[src/rtl/alu_decode_stage.sv]
// ============================================================================
// Module      : alu_decode_stage
// Description : Decodes RV32I instructions into ALU controls and operands.
//               The decoded results are held in an output-registered
//               valid/ready stage.
//               All outputs are driven from registers.
// Revision    : 1.0  initial release
// ----------------------------------------------------------------------------
// Configuration macro : DECODE_SKID_EN
//   defined   - two-entry skid buffer, inReady registered
//   undefined - single entry, inReady = !outValid || outReady
// ----------------------------------------------------------------------------
// Ports
//   clk, rstN                      clock, async active-low reset
//   inValid/inReady                upstream handshake
//   instr, pc, rs1Data, rs2Data    instruction, its PC, register operands
//   flush                          drops every held entry
//   outValid/outReady              downstream (ALU) handshake
//   aluCntrl, useF7, inv           ALU op, sub/sra select, compare inversion
//   srcA, srcB, outPc              ALU operands, PC passthrough
//   isBranch, isJump, illegal      mutually exclusive class flags
// ============================================================================
`default_nettype none

module alu_decode_stage (
    input  logic        clk,
    input  logic        rstN,
    input  logic        inValid,
    output logic        inReady,
    input  logic [31:0] instr,
    input  logic [31:0] pc,
    input  logic [31:0] rs1Data,
    input  logic [31:0] rs2Data,
    input  logic        flush,
    output logic        outValid,
    input  logic        outReady,
    output logic [2:0]  aluCntrl,
    output logic        useF7,
    output logic        inv,
    output logic [31:0] srcA,
    output logic [31:0] srcB,
    output logic [31:0] outPc,
    output logic        isBranch,
    output logic        isJump,
    output logic        illegal
);

    localparam logic [6:0] c_OP_OP     = 7'b0110011;
    localparam logic [6:0] c_OP_IMM    = 7'b0010011;
    localparam logic [6:0] c_OP_BRANCH = 7'b1100011;
    localparam logic [6:0] c_OP_LOAD   = 7'b0000011;
    localparam logic [6:0] c_OP_STORE  = 7'b0100011;
    localparam logic [6:0] c_OP_LUI    = 7'b0110111;
    localparam logic [6:0] c_OP_AUIPC  = 7'b0010111;
    localparam logic [6:0] c_OP_JAL    = 7'b1101111;
    localparam logic [6:0] c_OP_JALR   = 7'b1100111;

    typedef struct packed {
        logic [2:0]  alu;
        logic        useF7;
        logic        inv;
        logic [31:0] srcA;
        logic [31:0] srcB;
        logic [31:0] pc;
        logic        isBranch;
        logic        isJump;
        logic        illegal;
    } dec_t;

    typedef enum logic [1:0] {
        ST_EMPTY = 2'd0,
        ST_ONE   = 2'd1,
        ST_TWO   = 2'd2
    } state_t;

    // ------------------------------------------------------------------
    // Instruction decode (combinational, captured into the entry regs)
    // ------------------------------------------------------------------
    logic [6:0]  w_opcode;
    logic [2:0]  w_funct3;
    logic [31:0] w_immI;
    logic [31:0] w_immS;
    logic [31:0] w_immU;
    dec_t        w_dec;

    assign w_opcode = instr[6:0];
    assign w_funct3 = instr[14:12];
    assign w_immI   = {{20{instr[31]}}, instr[31:20]};
    assign w_immS   = {{20{instr[31]}}, instr[31:25], instr[11:7]};
    assign w_immU   = {instr[31:12], 12'd0};

    always_comb begin
        w_dec    = '0;
        w_dec.pc = pc;
        case (w_opcode)
            c_OP_OP: begin
                w_dec.alu   = w_funct3;
                w_dec.useF7 = instr[30];
                w_dec.srcA  = rs1Data;
                w_dec.srcB  = rs2Data;
            end
            c_OP_IMM: begin
                w_dec.alu   = w_funct3;
                w_dec.useF7 = (w_funct3 == 3'b101) && instr[30];
                w_dec.srcA  = rs1Data;
                // funct3 001/101 are shifts: shamt only, zero-extended
                w_dec.srcB  = (w_funct3[1:0] == 2'b01) ? {27'd0, instr[24:20]} : w_immI;
            end
            c_OP_BRANCH: begin
                if (w_funct3[2:1] == 2'b01) begin
                    w_dec.illegal = 1'b1;
                end else begin
                    w_dec.isBranch = 1'b1;
                    w_dec.inv      = w_funct3[0];
                    w_dec.srcA     = rs1Data;
                    w_dec.srcB     = rs2Data;
                    case (w_funct3[2:1])
                        2'b00: begin
                            w_dec.alu   = 3'b000;
                            w_dec.useF7 = 1'b1;   // subtract for equality test
                        end
                        2'b10:   w_dec.alu = 3'b010;
                        default: w_dec.alu = 3'b011;
                    endcase
                end
            end
            c_OP_LOAD: begin
                w_dec.srcA = rs1Data;
                w_dec.srcB = w_immI;
            end
            c_OP_STORE: begin
                w_dec.srcA = rs1Data;
                w_dec.srcB = w_immS;
            end
            c_OP_LUI: begin
                w_dec.srcB = w_immU;
            end
            c_OP_AUIPC: begin
                w_dec.srcA = pc;
                w_dec.srcB = w_immU;
            end
            c_OP_JAL, c_OP_JALR: begin
                w_dec.isJump = 1'b1;
                w_dec.srcA   = pc;
                w_dec.srcB   = 32'd4;
            end
            default: begin
                w_dec.illegal = 1'b1;
            end
        endcase
    end

    // ------------------------------------------------------------------
    // Occupancy FSM
    // ------------------------------------------------------------------
    state_t r_state;
    state_t w_stateNext;
    logic   w_inFire;
    logic   w_outFire;
    logic   w_loadHead;
    logic   w_headFromTail;
    logic   w_loadTail;
    dec_t   r_head;

    assign outValid  = (r_state != ST_EMPTY);
    assign w_inFire  = inValid && inReady;
    assign w_outFire = outValid && outReady;

    always_ff @(posedge clk or negedge rstN) begin
        if (!rstN) begin
            r_state <= ST_EMPTY;
        end else begin
            r_state <= w_stateNext;
        end
    end

    always_comb begin
        w_stateNext    = r_state;
        w_loadHead     = 1'b0;
        w_headFromTail = 1'b0;
        w_loadTail     = 1'b0;
        if (flush) begin
            w_stateNext = ST_EMPTY;
        end else begin
            case (r_state)
                ST_EMPTY: begin
                    if (w_inFire) begin
                        w_loadHead  = 1'b1;
                        w_stateNext = ST_ONE;
                    end
                end
                ST_ONE: begin
                    if (w_inFire && w_outFire) begin
                        w_loadHead = 1'b1;
                    end else if (w_inFire) begin
`ifdef DECODE_SKID_EN
                        w_loadTail  = 1'b1;
                        w_stateNext = ST_TWO;
`else
                        // unreachable: inReady implies outReady while full
                        w_loadHead  = 1'b1;
`endif
                    end else if (w_outFire) begin
                        w_stateNext = ST_EMPTY;
                    end
                end
                ST_TWO: begin
                    // inReady is low here, so only a drain can occur
                    if (w_outFire) begin
                        w_loadHead     = 1'b1;
                        w_headFromTail = 1'b1;
                        w_stateNext    = ST_ONE;
                    end
                end
                default: begin
                    w_stateNext = ST_EMPTY;
                end
            endcase
        end
    end

    // ------------------------------------------------------------------
    // Entry storage and ready generation
    // ------------------------------------------------------------------
`ifdef DECODE_SKID_EN
    dec_t r_tail;
    logic r_inReady;

    always_ff @(posedge clk or negedge rstN) begin
        if (!rstN) begin
            r_tail    <= '0;
            r_inReady <= 1'b1;
        end else begin
            if (w_loadTail) begin
                r_tail <= w_dec;
            end
            r_inReady <= (w_stateNext != ST_TWO);
        end
    end

    always_ff @(posedge clk or negedge rstN) begin
        if (!rstN) begin
            r_head <= '0;
        end else if (w_loadHead) begin
            r_head <= w_headFromTail ? r_tail : w_dec;
        end
    end

    assign inReady = r_inReady;
`else
    always_ff @(posedge clk or negedge rstN) begin
        if (!rstN) begin
            r_head <= '0;
        end else if (w_loadHead && !w_headFromTail) begin
            r_head <= w_dec;
        end
    end

    assign inReady = !outValid || outReady;
`endif

    assign aluCntrl = r_head.alu;
    assign useF7    = r_head.useF7;
    assign inv      = r_head.inv;
    assign srcA     = r_head.srcA;
    assign srcB     = r_head.srcB;
    assign outPc    = r_head.pc;
    assign isBranch = r_head.isBranch;
    assign isJump   = r_head.isJump;
    assign illegal  = r_head.illegal;

endmodule

`default_nettype wire

[config.mk]
export PLATFORM = sky130hd
export DESIGN_NAME = alu_decode_stage
export DESIGN_NICKNAME = d
export VERILOG_FILES = /design/src/rtl/alu_decode_stage.sv
export SDC_FILE = /design/constraint.sdc
export NUM_CORES = 1
export LEC_CHECK = 0
export CORE_ASPECT_RATIO = 1.75
export CORE_MARGIN = 2
export CORE_UTILIZATION = 44
export DETAILED_ROUTE_END_ITERATION = 12
export PLACE_DENSITY = 0.86
export SKIP_CTS_REPAIR_TIMING = 1
export SYNTH_ARGS = -nofsm -noshare
export SYNTH_HDL_FRONTEND = slang
export SYNTH_SLANG_ARGS = --single-unit
[constraint.sdc]
create_clock -name clk -period 2.9 [get_ports clk]
set_input_delay 0.29 -clock clk [delete_from_list [all_inputs] [get_ports clk]]
set_output_delay 0.29 -clock clk [all_outputs]
set_load 0.005 [all_outputs]
[Word level (Yosys, flattened, before mapping)]
Index checks and enable logic that the tools add are counted.
Storage, ports and cells
  logic and storage cells: 74
  bits in registers: 106
Operators by class
  muxes and demuxes: 27
  reductions and logical operators: 17
  equal/unequal tests: 20
Operators with widths (number)
  32-bit case mux with 7 select lines: 1
  32-bit case mux with 3 select lines: 1
  69-bit 2-to-1 mux: 1
  32-bit 2-to-1 mux: 1
  7-bit by 6-bit equality test with 1-bit output, second input constant: 3
  7-bit equality test, second input constant: 3
  3-bit != test, second input constant: 5
  7-bit by 5-bit equality test with 1-bit output, second input constant: 2
  1-bit 2-to-1 mux: 12
  2-bit 2-to-1 mux: 6
  4-bit case mux with 3 select lines: 1
  8-bit OR reduction: 1
  7-bit by 2-bit equality test with 1-bit output, second input constant: 1
  2-bit by 1-bit equality test with 1-bit output, second input constant: 3
  2-bit case mux with 3 select lines: 1
  1-bit logical AND: 5
  5-bit AND reduction: 1
  2-bit equality test, second input constant: 2
  2-bit logical NOT: 2
  2-bit case mux with 2 select lines: 1
  2-bit OR reduction: 2
  4-bit OR reduction: 1
  3-bit equality test, second input constant: 1
  1-bit case mux with 3 select lines: 1
  5 further kinds: 6

[Longest topological paths before layout]
Gate-level depths: netlist of the first run.
  depth after elaboration: 9
  mapped depth: 7
  mapped depth without buffers: 5

[Worst setup path before layout of the first run]
OpenSTA, ideal clock, no wires.
  kind: register -> register
  start point: register r_state[0]
  end point: register r_head (netlist bit srcB[11])
  data arrival time: 1.438 ns
  buffers on the path: 2
  data required time: 2.777 ns
  cell stages (with the launch flop): 8
  slack: 1.339 ns
  cell sequence: dfrtp_1 nor2b_1 inv_1 nand3b_1 buf_2 a31o_2 buf_2 o221a_2
Between the ends
  cells in the longest elaborated chain, start to end: 9
Ends and longest elaborated chain
  from (decl): line 156  | state_t r_state;
  from (signal assigned): line 173  | r_state <= w_stateNext;
  2-bit nonzero test *: line 165  | assign outValid = (r_state != ST_EMPTY);
  1-bit logical NOT *: line 259  | assign inReady = !outValid || outReady;
  1-bit logical OR *: line 259
  via inReady: line 29  | output logic inReady,
  1-bit logical AND *: line 166  | assign w_inFire = inValid && inReady;
  1-bit 2-to-1 mux or 1-bit logical AND (tied branches): line 187, 195, 193
  1-bit 2-to-1 mux: line 193  | if (w_inFire && w_outFire) begin
  1-bit case mux with 3 select lines *: line 185  | case (r_state)
  1-bit 2-to-1 mux *: line 182  | if (flush) begin
  1-bit logical AND *: line 254  | end else if (w_loadHead && !w_headFromTail) begin
  to (signal assigned): line 255  | r_head <= w_dec;
  to (decl): line 163  | dec_t r_head;
Mark *: on every way through the listed nets, which the timed path passes. The rest lies on a longest branch.
A chain may end at the register's enable or synchronous reset.

[Worst setup path in the final report of the first run]
  start point: input port instr[4]
  end point: register r_head (netlist bit srcB[25])
Between the ends
  cells in the longest elaborated chain, start to end: 3
Ends and longest elaborated chain
  from (decl): line 30  | input logic [31:0] instr,
  7-bit equality test, or another cell as far along: line 95  | case (w_opcode)
  2-bit OR reduction (on tied branches)
  32-bit case mux with 7 select lines *: line 95
Mark *: on every way between the ends. The rest lies on a longest branch, timed or not.

==> results of run 1 <==
per-stage QoR:
stage	power, mW	util (%)	cell area (um2)	hold slack [ps]
4_1_cts	4.054	69.04	7666	-8.371
6_report	4.023	69.04	7666	-29.95
3_5_place_dp	2.820	66.29	7361	366.7
3_3_place_gp	2.786	66.29	7361	350.0
5_1_grt	4.199	69.04	7666	30.03
2_1_floorplan	2.105	-	4990	-5.591
kinds of logic after synthesis:
group,count (synthesis),share of synthesized area (%)
and+or+nand+nor,190,16.93
DFF,105,52.66
AOI/OAI and AO/OA,148,24.42
buffers and inverters,48,5.993
synth_stat cells, types with 2 or more instances:
cell	count
a211oi_2	5
a21oi_1	43
a22o_1	4
a31oi_1	6
a32o_1	20
a32oi_1	33
and3_1	2
and3b_1	3
buf_1	6
buf_2	15
buf_4	5
buf_6	7
clkbuf_1	9
dfrtp_1	105
inv_1	2
nand2_1	112
nand2b_1	2
nand3_1	10
nand3_2	3
nor2_1	45
nor2b_1	3
o21ai_0	5
o21ai_1	2
o221a_1	12
o221a_2	9
sequential cells by signal, summed over array words and instances, names as in the netlist:
| name | cells |
|---|---|
| aluCntrl | 3 |
| illegal | 1 |
| inv | 1 |
| isBranch | 1 |
| isJump | 1 |
| outPc | 32 |
| r_state | 1 |
| srcA | 32 |
| srcB | 32 |
| useF7 | 1 |
power by group through the flow:
| stage | sequential, mW | combinational, mW | clock, mW |
|---|---|---|---|
| detailed placement | 1.79 | 1.03 | 0 |
| floorplan | 1.80 | 0.306 | 0 |
| CTS | 1.77 | 1.03 | 1.25 |
| global placement | 1.79 | 1.00 | 0 |
| global route | 1.79 | 1.10 | 1.31 |
| finish | 1.77 | 1.03 | 1.23 |
layout make-up:
cell class	count	area share [%]
clock inverter	4	0.6855
multi-input combinational	338	27.00
clock buffer	11	3.297
tap	132	2.154
inverter	3	0.1469
sequential	105	34.27
timing repair buffer	249	32.45
metal layers:
| layer | wire length, um | global-route usage, % | vias to the layer above | part of all wire, % |
|---|---|---|---|---|
| li1 | - | - | 2224 | - |
| met1 | 5831 | 29.48 | 2350 | 35 |
| met2 | 8777 | 46.95 | 278 | 52 |
| met3 | 1105 | 4.878 | 55 | 6.6 |
| met4 | 1026 | 15.96 | 0 | 6.1 |
| met5 | 0 | 0 | - | 0 |
critical path, delay by kind of cell:
kind | cells | cell delay (ps)
AO/OA/AOI/OAI | 1 | 320
buffers and inverters | 1 | 570
AND/OR/NAND/NOR | 3 | 1130
worst paths after layout:
| check | cells past startpoint | startpoint | to | slack, ps |
|---|---|---|---|---|
| setup reg to reg | 6 | r_state[0] | srcB[25] | 980 |
| min in group clk | 2 | isBranch | isBranch | 470 |
| hold / removal | 1 | rstN | srcA[26] | -30 |
| hold reg to reg | 2 | isBranch | isBranch | 470 |
| setup / recovery | 5 | instr[4] | srcB[25] | 810 |
| max in group asynchronous | 2 | rstN | outPc[22] | 2170 |
==> results.cfg, run 1 <==
[sta]
timing.setup.tns_ps = 0
tightest_slew_ps = 680.8
slew_violations = 0
rsz0062_at_grt = no
finalHoldViolations = 13
setup_viol = 0
period_share_pct = 72.17
skew_ps = 7.270
setup_ws_ps = 807.0
min_period_ps = 2093
max_freq_mhz = 477.8
maxSlewHeadroom_pct = 54.61
whs_ps = -29.95

[final_layout]
multiInputGateArea_um2 = 2069
drive_gt1_share_pct = 7.606
fillCellCount = 854
seqCellArea_um2 = 2628
fin_cells = 842
layout.nets = 839
antenna_cells = 0
layout_commonest_cell = clkdlybuf4s50_1
syn_to_final_growth_pct = 53.64
layout_common_cells = 237 x clkdlybuf4s50_1, 112 x nand2_1, 105 x dfrtp_1

[clock_network]
clock_latency_ps = 330
clock_path_buffers = 2
tritoncts = done
h-tree-depth = 3
cts_root_buf = clkbuf_16
clk_pin_slew_ps = 70
cts.sinks = 105
cts_buffers = 9

[die]
fp.dieArea_um2 = 12240
row_count = 51
initial_core_util_pct = 44.94
ios = 239
core-area_um2 = 11100
die_h_um = 144.9
die_width_um = 84.50

[power_and_ir_drop]
p_int_mw = 2.993
p_seq_share_pct = 43.9
p_leak_nw = 3.184
clock_power_share_pct = 30.6
switching_power_mw = 1.030
power.density_nw_per_um2 = 524.8
combPwrFrac_pct = 25.5
ir_drop_mv = 0.3414
switching_share_pct = 25.60

[logic_synthesis]
synth_edf_count = 0
synth_seq_cells = 105
synth_cell_types = 48
synth_warnings = 0
synth_top_area_cell = dfrtp_1
synth_flop_cell = dfrtp_1
synth_largest_type_area_fraction_pct = 52.66
async_reset_ff_share_pct = 100.0
yosys-top-cells-area = dfrtp_1 53%, nand2_1 8.4%, a32oi_1 5.8%
yosysSeqAreaShare_pct = 52.66
synth_area_um2 = 4990
syn_avg_cell_area_um2 = 10.16
synth_nets = 624
syn_inst = 491

[placed_design]
io_buffers = 238
gp_congestion = 0.8952
dp_hpwl_um = 12530
place_ws_ps = 491.7
placed_cells = 827

[grt]
grt_usage_pct = 26.56
grt_pass1_wl_um = 25290
grt_max_degree = 85
antenna_found_initial = 0
grt_overflow = 0
grt_pass1_vias = 4863

[worst_setup_path]
slowest_stage = nand4b_2
start_kind = input port
cp_max_fo = 21
crit_path_end_kind = register
slowest_delay_ps = 620
cp.required_ps = 3120
cp_data_arrival_time_ps = 2320
crit_chain = clkdlybuf4s50_1, nor2b_4, and3b_1, nand4b_2, o221a_2
crit_type = in2reg

[outcome]
violations = negative hold slack
run_status = finished, violations left

[routing]
vias = 4907
initialDrtViolationCount = 289
antenna_left = 0
dr.pass1.iters = 6
drcViolationCount = 0
viasPerCell = 5.828
wl_per_cell_um = 19.88
finalWirelength_um = 16740

[hold_path]
hold_path.class = in2async

[flow_run]
cap_violations = 0
Note: power is estimated with default switching activity, not from simulation.
==> run 2, diff against run 1 <==
- CORE_UTILIZATION: 44 -> 37
- PLACE_DENSITY: 0.86 -> 0.77
- clock period: 2.9 -> 1.69 ns (I/O delays scaled with it)
==> run 2 against run 1 <==
Combinational power increased by 82%. First-iteration DRC count shrank 24%. Non-clock buffer count rose by 42. Largest cell class is now buffers. Largest power group unchanged. The flow now finishes without violations. Global-route usage down 3.3 points. Highest routed layer unchanged. Utilization decreased by 7.9 points. Sequential power up 71%.
==> results.cfg, run 2 (synthesis gave the netlist of run 1 again) <==
[power_and_ir_drop]
power_mw = 6.841
switching_power_mw = 1.835
ir_drop_mv = 0.6385
p_seq_share_pct = 44.4
switching_share_pct = 26.83
p_leak_nw = 3.413
clock_power_share_pct = 28.3
combPwrFrac_pct = 27.3
power.density_nw_per_um2 = 840.7
p_int_mw = 5.005

[die]
core-area_um2 = 13310
ios = 239
die_h_um = 157.6
fp.dieArea_um2 = 14470
row_count = 56
die_width_um = 91.79
initial_core_util_pct = 37.48

[grt]
grt_pass1_wl_um = 26190
grt_overflow = 0
grt_pass1_vias = 5114
grt_max_degree = 45
antenna_found_initial = 1
grt_usage_pct = 23.23

[hold_path]
hold_path.class = in2async

[final_layout]
layout_common_cells = 236 x clkdlybuf4s50_1, 112 x nand2_1, 105 x dfrtp_1
layout_commonest_cell = clkdlybuf4s50_1
layout.nets = 881
drive_gt1_share_pct = 12.75
syn_to_final_growth_pct = 63.06
utilization_pct = 61.12
finalInstanceArea_um2 = 8137
fin_cells = 929

[worst_setup_path]
cp_data_arrival_time_ps = 1840
crit_path_end_kind = register
slowest_delay_ps = 680
crit_chain = clkdlybuf4s50_1, inv_1, and2_4, a31o_2, o221a_2
start_kind = input port
crit_family = buffers and inverters
critPathBufInv = 2
cp_max_fo = 21
crit_type = in2reg
cp.required_ps = 1910
slowest_stage = clkdlybuf4s50_1

[sta]
whs_ps = 320.8
maxSlewHeadroom_pct = 68.36
finalHoldViolations = 0
rsz0062_at_grt = no
slew_violations = 0
setup_viol = 0
skew_ps = 9.356
timing.setup.tns_ps = 0
tightest_slew_ps = 474.6
max_freq_mhz = 619.6
period_share_pct = 95.50
setup_ws_ps = 75.99
min_period_ps = 1614

[clock_network]
clk_pin_slew_ps = 70
clock_path_buffers = 2
cts_buffers = 9
cts_root_buf = clkbuf_16
clock_latency_ps = 340
h-tree-depth = 3
cts.sinks = 105
tritoncts = done

[placed_design]
io_buffers = 238
gp_congestion = 0.9561
placed_cells = 910
placed_area_um2 = 7834
dp_hpwl_um = 13440
place_ws_ps = -253.0

[routing]
vias = 5045
initialDrtViolationCount = 221
wl_per_cell_um = 18.72
finalWirelength_um = 17390
dr.pass1.iters = 5
drcViolationCount = 0
antenna_left = 0
viasPerCell = 5.431

[flow_run]
cap_violations = 0

[outcome]
run_status = finished clean
## run 2: path summary, 6_finish.rpt
path / start / to / slack [ps] / cells after the start
min: rstN / outPc[25] / 320 / 2
min in group clk: pc[27] / outPc[27] / 390 / 3
max in group asynchronous: rstN / aluCntrl[1] / 740 / 3
max: instr[6] / srcB[21] / 80 / 5
min reg2reg: outPc[6] / outPc[6] / 480 / 2
max reg2reg: r_state[0] / srcB[24] / 100 / 7
## run 2: metal layers
| layer | vias up | track usage (%) | share of wire [%] |
|---|---|---|---|
| li1 | 2327 | - | - |
| met1 | 2436 | 24.92 | 36 |
| met2 | 234 | 42.79 | 54 |
| met3 | 48 | 3.760 | 5.0 |
| met4 | 0 | 13.29 | 4.7 |
| met5 | - | 0 | 0 |
## run 2: cell type report
cell class                 count  area [um2]
antenna                        2       5.005
clock buffer                  10       229.0
clock inverter                 6       42.54
fill                        1094        5176
inverter                       3       11.26
multi-input combinational    338        2076
sequential                   105        2628
tap                          174       217.7
timing repair buffer         291        2928
## run 2: power groups by stage
stage,Clock (mW),Sequential (mW),Combinational (mW)
after floorplan,0,3.09,0.526
after global placement,0,3.06,1.82
after detailed placement,0,3.08,1.87
after CTS,2.00,3.03,1.88
after global routing,2.10,3.07,2.01
final,1.94,3.03,1.87
